[src/rtl/car_loop_pkg.sv]
// Shared carrier package: sequencing states and default carrier constants
// used by the carrier loop and the carrier generator.
package car_loop_pkg;

   localparam int          ACC_WIDTH_DEF = 32;
   localparam int          COR_WIDTH_DEF = 16;
   localparam logic [31:0] FCW_INIT_DEF  = 32'h1000_0000;

   // One pair is walked through these four steps; IDLE is the only
   // step in which a new pair can be taken.
   typedef enum logic [1:0] {
      IDLE   = 2'd0,
      DISC   = 2'd1,
      FILT   = 2'd2,
      UPDATE = 2'd3
   } car_state_e;

endpackage

[src/rtl/car_lock_det.sv]
// Carrier lock detector: counts consecutive samples whose in-phase
// magnitude dominates the quadrature magnitude.
module car_lock_det #(
   parameter int COR_WIDTH = 16,
   parameter int LOCK_CNT  = 4
) (
   input  logic                        clk,
   input  logic                        rst_n,
   input  logic                        sample,
   input  logic signed [COR_WIDTH-1:0] cor_i,
   input  logic signed [COR_WIDTH-1:0] cor_q,
   output logic                        lock
);

   localparam int CNT_W = $clog2(LOCK_CNT + 1);

   // One extra bit so the magnitude of the most negative value is exact.
   logic signed [COR_WIDTH:0] i_ext, q_ext;
   logic        [COR_WIDTH:0] abs_i, abs_q;
   logic        [CNT_W-1:0]   count;

   // Magnitudes of the held correlation pair.
   always_comb begin
      i_ext = {cor_i[COR_WIDTH-1], cor_i};
      q_ext = {cor_q[COR_WIDTH-1], cor_q};
      abs_i = i_ext[COR_WIDTH] ? -i_ext : i_ext;
      abs_q = q_ext[COR_WIDTH] ? -q_ext : q_ext;
   end

   // Saturating run counter; any non-dominant sample restarts the run.
   always_ff @(posedge clk or negedge rst_n) begin
      if (!rst_n) begin
         count <= '0;
      end else if (sample) begin
         if (abs_i > abs_q) begin
            if (count != CNT_W'(LOCK_CNT)) begin
               count <= count + 1'b1;
            end
         end else begin
            count <= '0;
         end
      end
   end

   assign lock = (count == CNT_W'(LOCK_CNT));

endmodule

[src/rtl/car_loop.sv]
// Carrier tracking loop: Costas-style discriminator feeding a
// proportional-integral filter that steers the carrier NCO word.
// Handshake: a pair is taken on a rising edge where rx_cor_valid and
// tx_cor_ready are both 1; the source holds its data while ready is 0.
module car_loop
   import car_loop_pkg::*;
#(
   parameter int                   ACC_WIDTH = ACC_WIDTH_DEF,
   parameter int                   COR_WIDTH = COR_WIDTH_DEF,
   parameter logic [ACC_WIDTH-1:0] FCW_INIT  = FCW_INIT_DEF,
   parameter int                   KP_SHIFT  = 8,
   parameter int                   KI_SHIFT  = 2,
   parameter int                   LOCK_CNT  = 4
) (
   input  logic                        rx_clk,
   input  logic                        rx_rst_n,
   input  logic                        rx_loop_en,
   input  logic                        rx_cor_valid,
   input  logic signed [COR_WIDTH-1:0] rx_cor_i,
   input  logic signed [COR_WIDTH-1:0] rx_cor_q,
   output logic                        tx_cor_ready,
   output logic        [ACC_WIDTH-1:0] tx_car_fcw,
   output logic                        tx_fcw_valid,
   output logic                        tx_lock
);

   // Wide enough that the shifted error plus the integrator never wraps
   // before the saturation check.
   localparam int SUM_W = ACC_WIDTH + COR_WIDTH + KI_SHIFT + 2;
   localparam logic signed [SUM_W-1:0] SAT_MAX =
      {{(SUM_W-ACC_WIDTH+1){1'b0}}, {(ACC_WIDTH-1){1'b1}}};
   localparam logic signed [SUM_W-1:0] SAT_MIN =
      {{(SUM_W-ACC_WIDTH+1){1'b1}}, {(ACC_WIDTH-1){1'b0}}};

   car_state_e                  state, state_nxt;
   logic                        accept;
   logic                        disc_stb;
   logic signed [COR_WIDTH-1:0] cor_i, cor_q;
   logic signed [COR_WIDTH:0]   q_ext;
   logic signed [COR_WIDTH:0]   err, err_nxt;
   logic signed [ACC_WIDTH-1:0] integ, integ_nxt;
   logic signed [SUM_W-1:0]     integ_ext, err_ext, sum_wide;
   logic        [ACC_WIDTH-1:0] err_acc, kp_term, fcw_nxt;

   assign accept   = rx_cor_valid & tx_cor_ready;
   assign disc_stb = (state == DISC);

   // Sequencing register.
   always_ff @(posedge rx_clk or negedge rx_rst_n) begin
      if (!rx_rst_n) begin
         state <= IDLE;
      end else begin
         state <= state_nxt;
      end
   end

   // Next step and ready: only IDLE waits for input, the rest advance.
   always_comb begin
      state_nxt    = state;
      tx_cor_ready = 1'b0;
      case (state)
         IDLE: begin
            tx_cor_ready = 1'b1;
            if (rx_cor_valid) begin
               state_nxt = DISC;
            end
         end
         DISC:    state_nxt = FILT;
         FILT:    state_nxt = UPDATE;
         UPDATE:  state_nxt = IDLE;
         default: state_nxt = IDLE;
      endcase
   end

   // Discriminator: flip Q by the sign of I so the error is phase-sign aware.
   always_comb begin
      q_ext   = {cor_q[COR_WIDTH-1], cor_q};
      err_nxt = cor_i[COR_WIDTH-1] ? -q_ext : q_ext;
   end

   // Integrator update with saturation at the signed accumulator limits.
   always_comb begin
      integ_ext = {{(SUM_W-ACC_WIDTH){integ[ACC_WIDTH-1]}}, integ};
      err_ext   = {{(SUM_W-COR_WIDTH-1){err[COR_WIDTH]}}, err};
      sum_wide  = integ_ext + (err_ext <<< KI_SHIFT);
      if (sum_wide > SAT_MAX) begin
         integ_nxt = SAT_MAX[ACC_WIDTH-1:0];
      end else if (sum_wide < SAT_MIN) begin
         integ_nxt = SAT_MIN[ACC_WIDTH-1:0];
      end else begin
         integ_nxt = sum_wide[ACC_WIDTH-1:0];
      end
   end

   // NCO word: nominal plus integral plus proportional, wrapping freely.
   always_comb begin
      err_acc = {{(ACC_WIDTH-COR_WIDTH-1){err[COR_WIDTH]}}, err};
      kp_term = err_acc << KP_SHIFT;
      fcw_nxt = FCW_INIT + integ + kp_term;
   end

   // Datapath registers, each loaded in its own step.
   always_ff @(posedge rx_clk or negedge rx_rst_n) begin
      if (!rx_rst_n) begin
         cor_i        <= '0;
         cor_q        <= '0;
         err          <= '0;
         integ        <= '0;
         tx_car_fcw   <= FCW_INIT;
         tx_fcw_valid <= 1'b0;
      end else begin
         tx_fcw_valid <= (state == UPDATE);
         if (accept) begin
            cor_i <= rx_cor_i;
            cor_q <= rx_cor_q;
         end
         if (state == DISC) begin
            err <= err_nxt;
         end
         if (state == FILT) begin
            integ <= rx_loop_en ? integ_nxt : '0;
         end
         if (state == UPDATE) begin
            tx_car_fcw <= rx_loop_en ? fcw_nxt : FCW_INIT;
         end
      end
   end

   car_lock_det #(
      .COR_WIDTH (COR_WIDTH),
      .LOCK_CNT  (LOCK_CNT)
   ) u_lock_det (
      .clk    (rx_clk),
      .rst_n  (rx_rst_n),
      .sample (disc_stb),
      .cor_i  (cor_i),
      .cor_q  (cor_q),
      .lock   (tx_lock)
   );

endmodule

[config.mk]
export PLATFORM = sky130hd
export DESIGN_NAME = car_loop
export DESIGN_NICKNAME = d
export VERILOG_FILES = /design/src/rtl/car_loop_pkg.sv /design/src/rtl/car_lock_det.sv /design/src/rtl/car_loop.sv
export SDC_FILE = /design/constraint.sdc
export NUM_CORES = 1
export LEC_CHECK = 0
export BUFFER_PORTS_ARGS = -buffer_cell sky130_fd_sc_hd__buf_2
export CORE_MARGIN = 3
export CORE_UTILIZATION = 60
export CTS_CLUSTER_SIZE = 12
export DETAILED_ROUTE_END_ITERATION = 16
export HOLD_SLACK_MARGIN = 0.15
export PLACE_DENSITY = 0.8
export SLEW_MARGIN = 20
export SYNTH_ARGS = -nofsm -noshare
export SYNTH_HDL_FRONTEND = slang
export SYNTH_SLANG_ARGS = --single-unit
export TNS_END_PERCENT = 1
[constraint.sdc]
create_clock -name rx_clk -period 4.6 [get_ports rx_clk]
set_input_delay 1.15 -clock rx_clk [delete_from_list [all_inputs] [get_ports rx_clk]]
set_output_delay 1.15 -clock rx_clk [all_outputs]
set_load 0.01 [all_outputs]
**Word level (Yosys, flattened, before mapping)**

Index checks and enable logic that the tools add are counted.

- Register bits: 119
- Input bits: 36
- Output and inout bits: 35
- Word-level logic and storage cells: 39

- Add/sub/neg operators: 6
- $lt $le $gt $ge: 3
- Eq/ne operators: 7
- Muxes and demuxes: 12
- Bitwise logic cells: 1
- Reduce and logical (&&, ||, !) cells: 2

Operators by type and width:

| cell | number |
|---|---|
| 2-to-1 mux 32 bit | 4 |
| 2-to-1 mux 17 bit | 3 |
| negation 16 -> 17 bit | 2 |
| adder 32 x 19 -> 33 bit | 1 |
| greater-than comparator 33 x 32 -> 1 bit, second input constant | 1 |
| less-than comparator 33 x 32 -> 1 bit, second input constant | 1 |
| adder 29 x 32 -> 32 bit, first input constant | 1 |
| adder 32 bit | 1 |
| greater-than comparator 17 bit | 1 |
| one-hot mux 2 bit (4 select lines) | 1 |
| 2-to-1 mux 3 bit | 2 |
| == test 2 bit, second input constant | 2 |
| inequality test 2 bit, second input constant | 2 |
| adder 3 x 1 -> 3 bit, second input constant | 1 |
| == test 3 bit, second input constant | 1 |
| inequality test 3 bit, second input constant | 1 |
| == test 2 x 1 -> 1 bit, second input constant | 1 |
| logical NOT 2 bit | 1 |
| 2-to-1 mux 2 bit | 1 |
| AND reduction 2 bit | 1 |
| AND 1 bit | 1 |
| 2-to-1 mux 1 bit | 1 |

**Logic depth before layout (Yosys ltp)**

Gate-level depths: netlist (run 1).

- Word-level depth: 5
- Depth in mapped cells: 18
- Depth with buffers taken out: 18

**Modules after synthesis**

From an unflattened synthesis (run 1), not the netlist that was laid out.

- Cells, all modules: 929
- Area, all modules: 8778.4 um^2

By module, submodules not included:

| module | times used | cells each | area each (um^2) | sequential area each (um^2) |
|---|---|---|---|---|
| car_loop | 1 | 777 | 7634.8 | 2854.0 |
| car_lock_det | 1 | 152 | 1143.6 | 75.1 |

**Least setup slack after synthesis (run 1)**

No wires, ideal clock.

- Kind: reg2reg
- Start point: register cor_q[2]
- End point: register u_lock_det.count[0]
- Setup time: 0.126 ns
- Arrival: 3.901 ns
- Setup slack: 0.573 ns
- Stages on the path, launching flop included: 16
- Path buffers: 0
- Cells stage by stage: dfrtp_1 > or3_4 > or3_4 > or3_4 > or3_4 > or3_4 > or3_4 > nand2_1 > xor2_1 > ha_1 > nand4_1 > or2_2 > nor3_1 > nand4_1 > a31oi_1 > o21ai_0

- Cells in the longest elaborated chain, start to end: 5
- Elaborated cells between the ends (all ways): 6
- Those cells by class: 1 x add/sub; 1 x order compare; 1 x eq/ne; 2 x mux; 1 x reduce/logical

Ends and longest elaborated chain:

| element | line | text |
|---|---|---|
| from (decl) | car_loop.sv:38 | `logic signed [COR_WIDTH-1:0] cor_i, cor_q;` |
| from (signal assigned) | car_loop.sv:115 | `cor_q <= rx_cor_q;` |
| negation 16 -> 17 bit | car_lock_det.sv:27 | `abs_q = q_ext[COR_WIDTH] ? -q_ext : q_ext;` |
| 2-to-1 mux 17 bit (*) | car_lock_det.sv:27 |  |
| greater-than comparator 17 bit (*) | car_lock_det.sv:35 | `if (abs_i > abs_q) begin` |
| inequality test 2 bit (no line) | - |  |
| AND reduction 2 bit (no line) | - |  |
| to (signal assigned) | car_lock_det.sv:37 | `count <= count + 1'b1;` |
| to (decl) | car_lock_det.sv:20 | `logic [CNT_W-1:0] count;` |

Mark *: on every way between the ends. The rest lies on a longest branch, timed or not.
A chain may end at the register's enable or synchronous reset.

**Worst setup path in the final report (run 1)**

- Start point: register cor_q[0]
- End point: register u_lock_det.count[2]

Same word-level chain as after synthesis.

==> results of run 1 <==
worst reg2reg max path, cell delays in order (launching register included):
cell	delay (ns)
sky130_fd_sc_hd__dfrtp_1	0.42
sky130_fd_sc_hd__inv_1	0.09
sky130_fd_sc_hd__ha_1	0.18
sky130_fd_sc_hd__or3b_2	0.49
sky130_fd_sc_hd__or3_1	0.36
sky130_fd_sc_hd__or3_1	0.36
sky130_fd_sc_hd__or3_1	0.38
sky130_fd_sc_hd__or3_1	0.35
sky130_fd_sc_hd__nand2_1	0.09
sky130_fd_sc_hd__xor2_1	0.07
sky130_fd_sc_hd__ha_1	0.29
sky130_fd_sc_hd__nand4_1	0.08
sky130_fd_sc_hd__or2_2	0.30
sky130_fd_sc_hd__nor3_1	0.20
sky130_fd_sc_hd__nand4_1	0.20
sky130_fd_sc_hd__buf_4	0.19
sky130_fd_sc_hd__nand3_1	0.07
sky130_fd_sc_hd__a21oi_1	0.07
registers in the layout, indices dropped and copies added, names as in the netlist:
name	count
u_lock_det.count	3
cor_i	16
tx_car_fcw	31
tx_fcw_valid	1
cor_q	16
integ	31
state	2
err	17
cell type report:
class	count	area, sq um	area share, %
inverters	67	251	2.61
clock buffers	19	443	4.60
repair buffers	82	443	4.60
flip-flops and latches	117	2930	30.4
clock inverters	13	180	1.87
multi-input cells	670	5170	53.7
well taps	176	220	2.28
metal layers:
metal  wire length [um]  up-vias  track usage (%)
met4                258        0             6.38
met3               1170       25             5.96
met2               8670      209             39.2
met5                  0        -                0
li1                   -     3358                -
met1               9030     3302             34.9
worst min-delay path by stage:
stage                                           from                    endpoint
final                     tx_car_fcw[28]$_DFFE_PN1P_  tx_car_fcw[28]$_DFFE_PN1P_
after CTS                 tx_car_fcw[28]$_DFFE_PN1P_  tx_car_fcw[28]$_DFFE_PN1P_
after global placement    tx_car_fcw[28]$_DFFE_PN1P_  tx_car_fcw[28]$_DFFE_PN1P_
after floorplan                integ[29]$_DFFE_PN0P_       integ[29]$_DFFE_PN0P_
after detailed placement  tx_car_fcw[28]$_DFFE_PN1P_  tx_car_fcw[28]$_DFFE_PN1P_
after global routing           integ[29]$_DFFE_PN0P_       integ[29]$_DFFE_PN0P_
stage by stage:
stage | instance area (sq um) | hold slack [ns]
detailed placement | 8990 | 0.494
floorplan | 8480 | 0.489
global route | 9640 | 0.538
finish | 9640 | 0.499
CTS | 9620 | 0.503
global placement | 8990 | 0.481
timing repair:
action	in CTS	in global routing
resized for setup	0	0
setup endpoints to repair	0	2
buffers inserted	0	3
hold buffers	0	0
kinds of logic after synthesis:
kind of cell | share of synthesized area (%)
buffers and inverters | 4.52
AND/OR/NAND/NOR | 12.6
adder cells (fa/ha/maj) | 16.1
flip-flops | 34.5
XOR/XNOR | 8.37
other | 0.0442
AO/OA/AOI/OAI | 19.0
multiplexers | 4.88
synth_stat cells, types with 22 or more instances:
master,count
sky130_fd_sc_hd__inv_1,67
sky130_fd_sc_hd__nand2_1,64
sky130_fd_sc_hd__o21ai_0,48
sky130_fd_sc_hd__clkbuf_1,22
sky130_fd_sc_hd__a21oi_1,57
sky130_fd_sc_hd__ha_1,96
sky130_fd_sc_hd__mux2_2,35
sky130_fd_sc_hd__nor2_1,31
sky130_fd_sc_hd__dfrtp_1,116
sky130_fd_sc_hd__nand3_1,26
sky130_fd_sc_hd__xor2_1,39
sky130_fd_sc_hd__xnor2_1,42
sky130_fd_sc_hd__a221o_1,29
==> impl_results.rst, run 1 <==
.. list-table::
   :header-rows: 1

   * - Metric
     - Value
   * - Number of synthesized register bits
     - 117
   * - Number of placed cells counting well taps
     - 1109
   * - DRC violations left
     - 0
   * - Area share of the largest cell type after synthesis
     - 34.2%
   * - Core Area
     - ~0.014 sq mm
   * - Worst r2r src
     - cor_q[0]$_DFFE_PN0P_
   * - Worst setup startpoint
     - cor_q[0]$_DFFE_PN0P_
   * - I/O Pins
     - 71
   * - Die Span Y
     - 125 um
   * - Effective utilization at floorplan
     - 62.8%
   * - DRT Pass-1 Iters
     - 5
   * - Async set-reset flop share out of synthesis
     - 100%
   * - Worst clock skew
     - 0.00893 ns
   * - Clock latency reported for the late side of the worst-skew pair
     - 0.42 ns
   * - Final weighted congestion in routability-driven placement
     - ~0.97
   * - Worst stage delay on the critical path
     - 0.49 ns
   * - Crit path cell chain
     - inv_1, ha_1, or3b_2, or3_1, or3_1, or3_1, or3_1, nand2_1, xor2_1, ha_1, nand4_1, or2_2, nor3_1, nand4_1, buf_4, nand3_1, a21oi_1
   * - Outcome
     - complete, no violations
   * - Average size of a mapped cell
     - 9.56 sq um
   * - Final cell count without fillers
     - 1144
   * - End-of-flow core utilization
     - 71.4%
   * - Wire length of the first global-routing pass
     - 32.3 mm
   * - Proportion of synthesized chip area in sequential cells
     - 34.5%
   * - Placement-stage worst setup slack
     - 0.309 ns
   * - Count of flip-flops with a built-in enable after synthesis
     - 0
   * - Final HPWL from detailed placement
     - 13.9 mm
   * - Global-route usage over all layers
     - 24.9%
   * - Antenna Violating Nets Remaining
     - 0
   * - Top library cells by usage in the layout, fill and taps aside
     - sky130_fd_sc_hd__dfrtp_1, sky130_fd_sc_hd__ha_1, sky130_fd_sc_hd__buf_2, sky130_fd_sc_hd__inv_1, sky130_fd_sc_hd__nand2_1
   * - Drt wl/cell
     - 16.7 um
   * - Number of clock buffers inserted by TritonCTS
     - 17
   * - Setup slack of the most critical reg-to-reg path
     - 0.25 ns
   * - Cell count after synthesis
     - 887
   * - CP Data Arrival Time
     - 4.60 ns
   * - Mapped Area
     - 0.00848 sq mm
   * - Top fanout value on the critical path
     - 5
   * - Overflow after GRT
     - 0
   * - Drt initial violations
     - 472
   * - Cell class contributing the biggest share of worst-path delay
     - simple AND/OR/NAND/NOR gates
   * - PortBufs
     - 70
   * - Via count of the first global-routing pass
     - 6545
   * - Setup crit end
     - u_lock_det.count[2]$_DFFE_PN0P_
   * - Synth Flop Type
     - sky130_fd_sc_hd__dfrtp_1
   * - Full die area
     - between 0.015 and 0.02 sq mm
   * - Slowest cell on the critical path
     - sky130_fd_sc_hd__or3b_2
   * - Clock root cell
     - sky130_fd_sc_hd__clkbuf_16
   * - Max cap viols
     - 0
   * - Leading cell types by total area after synthesis
     - sky130_fd_sc_hd__dfrtp_1, sky130_fd_sc_hd__ha_1, sky130_fd_sc_hd__mux2_2
   * - H-tree level count
     - 4
   * - Worst hold path class
     - register to register
   * - Transition time at the pin with the least slew margin
     - approximately 1.1 ns
   * - Final Hold Violating Endpoints
     - 0
   * - Reg-to-Reg End
     - u_lock_det.count[2]$_DFFE_PN0P_
   * - Cells on worst reg2reg path
     - 17
   * - Total wirelength of the detailed-routed design
     - 19.1 mm
   * - Sort of element at the end of the critical path
     - register
   * - Critical path startpoint category
     - register
   * - Maximum number of pins on one net before global-route repair
     - 65
   * - Overall die width
     - 125 um
   * - Critical path class
     - register to register
   * - Worst setup slack after layout
     - 0.255 ns
   * - CTS Buffer Depth
     - 2
   * - Number of different library cells in the post-synthesis netlist
     - 64
   * - Count of final setup violators
     - 0
   * - Fillers
     - 1018
   * - Most frequent standard cell in the layout excluding fill and tap cells
     - sky130_fd_sc_hd__dfrtp_1
   * - Final Max Slew Viols
     - 0
   * - Total buffers and inverters traversed by the critical path
     - 2
   * - Ratio of cells with drive above 1 in the final layout
     - 17.3%
   * - WP depth
     - 17
   * - Number of diodes added for antenna fixing
     - 0
   * - Worst relative slew slack
     - 27.4%
   * - Detail-routed via count per cell
     - 6.03
   * - Summed negative setup slack over all endpoints
     - 0 ns
   * - Layout overhead on the synthesized area
     - 13.7%
   * - Minimum clock period
     - 4.35 ns
   * - Sink Count
     - about 120
   * - Number of antenna violations at the first check in global routing
     - 0
   * - Part of the cycle the worst path needs
     - a little over nine tenths
   * - Clock-pin slew of the registers on the worst-case setup and hold paths
     - 0.05 ns
   * - TritonCTS clock tree
     - built
   * - Yosys warns
     - 0
   * - Synth area leader
     - sky130_fd_sc_hd__dfrtp_1
   * - Required time at the endpoint of the critical path
     - 4.86 ns
   * - Cell repeated most along the worst path
     - sky130_fd_sc_hd__or3_1
   * - Max Clock Freq
     - roughly 230 MHz
   * - Vias
     - 6894
   * - Post-Syn Nets
     - between 1000 and 1500
   * - # nets final
     - ~1100
   * - Cell depth of the worst hold path
     - 2
   * - Number of core rows
     - 42
Power of run 1 is not shown: default switching activity piles up to over one toggle a cycle in this logic, so the estimate is an artifact.
==> run 2, diff against run 1 <==
==> constraint.sdc (replaced) <==
create_clock -name rx_clk -period 4.25 [get_ports rx_clk]
set_input_delay 0.2125 -clock rx_clk [delete_from_list [all_inputs] [get_ports rx_clk]]
set_output_delay 0.2125 -clock rx_clk [all_outputs]
set_load 0.01 [all_outputs]
==> run 2 against run 1 <==
Global-route usage grew 1.2 points; clock skew shrank 0.0017 ns; cell count grew 3.1%; setup slack lost 0.21 ns; fmax grew 3.3%; hold slack lost 0.25 ns; critical path depth shrank 2; via count grew 1.1%; utilization grew 2.7 points; non-clock buffer count grew 36; critical path type unchanged; largest cell class unchanged.
==> impl_results.rst, run 2 (synthesis results as in run 1) <==
.. list-table::
   :header-rows: 1

   * - Metric
     - Value
   * - Transition time at the pin with the least slew margin
     - between 1 and 1.5 ns
   * - PortBufs
     - 70
   * - Cell depth of the worst hold path
     - 3
   * - Detail-routed via count per cell
     - 5.91
   * - Max cap viols
     - 0
   * - Clock latency reported for the late side of the worst-skew pair
     - ~0.42 ns
   * - Number of core rows
     - 42
   * - Worst clock skew
     - 0.00722 ns
   * - Number of clock buffers inserted by TritonCTS
     - 17
   * - Worst setup startpoint
     - cor_q[0]$_DFFE_PN0P_
   * - CTS Buffer Depth
     - 2
   * - # nets final
     - between 1000 and 1500
   * - Overflow after GRT
     - 0
   * - Count of final setup violators
     - 0
   * - Post-DP Area
     - around 0.0090 sq mm
   * - Drt initial violations
     - 525
   * - Clock root cell
     - sky130_fd_sc_hd__clkbuf_16
   * - Layout overhead on the synthesized area
     - 18.0%
   * - Maximum number of pins on one net before global-route repair
     - 59
   * - Final HPWL from detailed placement
     - 14.0 mm
   * - Core Area
     - roughly 0.014 sq mm
   * - I/O Pins
     - 71
   * - Most frequent standard cell in the layout excluding fill and tap cells
     - sky130_fd_sc_hd__dfrtp_1
   * - Sink Count
     - 117
   * - Global-route usage over all layers
     - between 20% and 30%
   * - Via count of the first global-routing pass
     - 6984
   * - Reg-to-Reg End
     - u_lock_det.count[1]$_DFFE_PN0P_
   * - TritonCTS clock tree
     - built
   * - DRT Pass-1 Iters
     - 5
   * - RSZ-0062 raised after global routing
     - yes
   * - Effective utilization at floorplan
     - roughly 63%
   * - Max Clock Freq
     - 238 MHz
   * - Worst hold path class
     - input pin to register
   * - Wire length of the first global-routing pass
     - approximately 34 mm
   * - CP Data Arrival Time
     - 4.51 ns
   * - Number of diodes added for antenna fixing
     - 0
   * - Number of antenna violations at the first check in global routing
     - 0
   * - Die Span Y
     - 125 um
   * - Fillers
     - 967
   * - Placement-stage worst setup slack
     - -0.0319 ns
   * - Top fanout value on the critical path
     - 4
   * - H-tree level count
     - 4
   * - Endpoint of the worst hold path
     - tx_car_fcw[5]$_DFFE_PN0P_
   * - Antenna Violating Nets Remaining
     - 0
   * - Minimum clock period
     - about 4.2 ns
   * - DRC violations left
     - 0
   * - Required time at the endpoint of the critical path
     - 4.55 ns
   * - Ratio of cells with drive above 1 in the final layout
     - 17.3%
   * - Summed negative setup slack over all endpoints
     - 0 ns
   * - Vias
     - 6973
   * - Total wirelength of the detailed-routed design
     - 19.7 mm
   * - Full die area
     - 0.0156 sq mm
   * - Final weighted congestion in routability-driven placement
     - 0.891
   * - Outcome
     - complete, no violations
   * - Worst setup slack after layout
     - 0.0417 ns
   * - Worst relative slew slack
     - 32.3%
   * - Critical path class
     - register to register
   * - Top library cells by usage in the layout, fill and taps aside
     - sky130_fd_sc_hd__dfrtp_1, sky130_fd_sc_hd__ha_1, sky130_fd_sc_hd__buf_2, sky130_fd_sc_hd__inv_1, sky130_fd_sc_hd__nand2_1
   * - Overall die width
     - 125 um
   * - End-of-flow core utilization
     - 74.1%
   * - Worst r2r src
     - cor_q[0]$_DFFE_PN0P_
   * - Sort of element at the end of the critical path
     - register
   * - Setup slack of the most critical reg-to-reg path
     - between 0.04 and 0.05 ns
   * - Worst min-delay path startpoint
     - rx_loop_en
   * - Final Hold Violating Endpoints
     - 0
   * - Biggest regs
     - integ x31, tx_car_fcw x31, err x17
   * - Final Max Slew Viols
     - 0
   * - Critical path startpoint category
     - register
   * - Summed area of non-filler cells in the final layout
     - 0.0100 sq mm
   * - Clock-pin slew of the registers on the worst-case setup and hold paths
     - ~0.050 ns
   * - Drt wl/cell
     - 16.7 um
   * - Cells on worst reg2reg path
     - 15
   * - Part of the cycle the worst path needs
     - 99.0%
## run 2: layout make-up
| class | count | area, sq um | share of cell area, % |
|---|---|---|---|
| Inverter | 67 | 251 | 2.51 |
| Clock inverter | 8 | 97.6 | 0.975 |
| Clock buffer | 24 | 502 | 5.02 |
| Timing Repair Buffer | 118 | 798 | 7.98 |
| Sequential cell | 117 | 2930 | 29.3 |
| Tap cell | 176 | 220 | 2.20 |
| Multi-Input combinational cell | 670 | 5210 | 52.0 |
## run 2: metal layers
layer | vias up | share of wire (%) | GRT usage, %
met5 | - | 0 | 0
met2 | 184 | 45 | 41.3
met3 | 43 | 5.4 | 5.36
li1 | 3420 | - | -
met1 | 3326 | 47 | 35.7
met4 | 0 | 2.5 | 9.63
## run 2: per-stage QoR
stage               hold WS, ns  instances
finish                    0.250       1180
global route              0.269       1180
CTS                       0.240       1178
detailed placement        0.153       1112
global placement          0.153       1112
floorplan               -0.0831        887
## run 2: worst max path at each step
stage / to / slack [ns] / cells past startpoint
finish: u_lock_det.count[1]$_DFFE_PN0P_ / 0.04 / 15
CTS: u_lock_det.count[0]$_DFFE_PN0P_ / 0.03 / 16
floorplan: u_lock_det.count[0]$_DFFE_PN0P_ / 0.22 / 15
detailed placement: u_lock_det.count[0]$_DFFE_PN0P_ / -0.03 / 16
global placement: u_lock_det.count[0]$_DFFE_PN0P_ / 0.1 / 16
global route: u_lock_det.count[1]$_DFFE_PN0P_ / -0.12 / 15
## run 2: worst max-delay path: stages, from the launching register on
cell                      delay [ns]
sky130_fd_sc_hd__dfrtp_1        0.39
sky130_fd_sc_hd__or3_4          0.42
sky130_fd_sc_hd__or3_4          0.42
sky130_fd_sc_hd__or3_4          0.35
sky130_fd_sc_hd__or3_4          0.35
sky130_fd_sc_hd__or3_4          0.36
sky130_fd_sc_hd__or3_4          0.35
sky130_fd_sc_hd__nand2_2        0.08
sky130_fd_sc_hd__xor2_1         0.08
sky130_fd_sc_hd__ha_1           0.27
sky130_fd_sc_hd__nand4_1        0.10
sky130_fd_sc_hd__or2_4          0.26
sky130_fd_sc_hd__nor3_2         0.10
sky130_fd_sc_hd__nand4_1        0.20
sky130_fd_sc_hd__a31oi_2        0.25
sky130_fd_sc_hd__o21ai_0        0.10
## run 2: repair_timing
| action | CTS | global route |
|---|---|---|
| pin swaps | 2 | 6 |
| cloned | 0 | 0 |
| hold buffers | 34 | 0 |
| hold endpoints to repair | 60 | 0 |
| gates resized for setup | 1 | 8 |
| buffers inserted | 0 | 2 |
| setup endpoints to repair | 2 | 3 |
Power of run 2 is left out for the same reason.
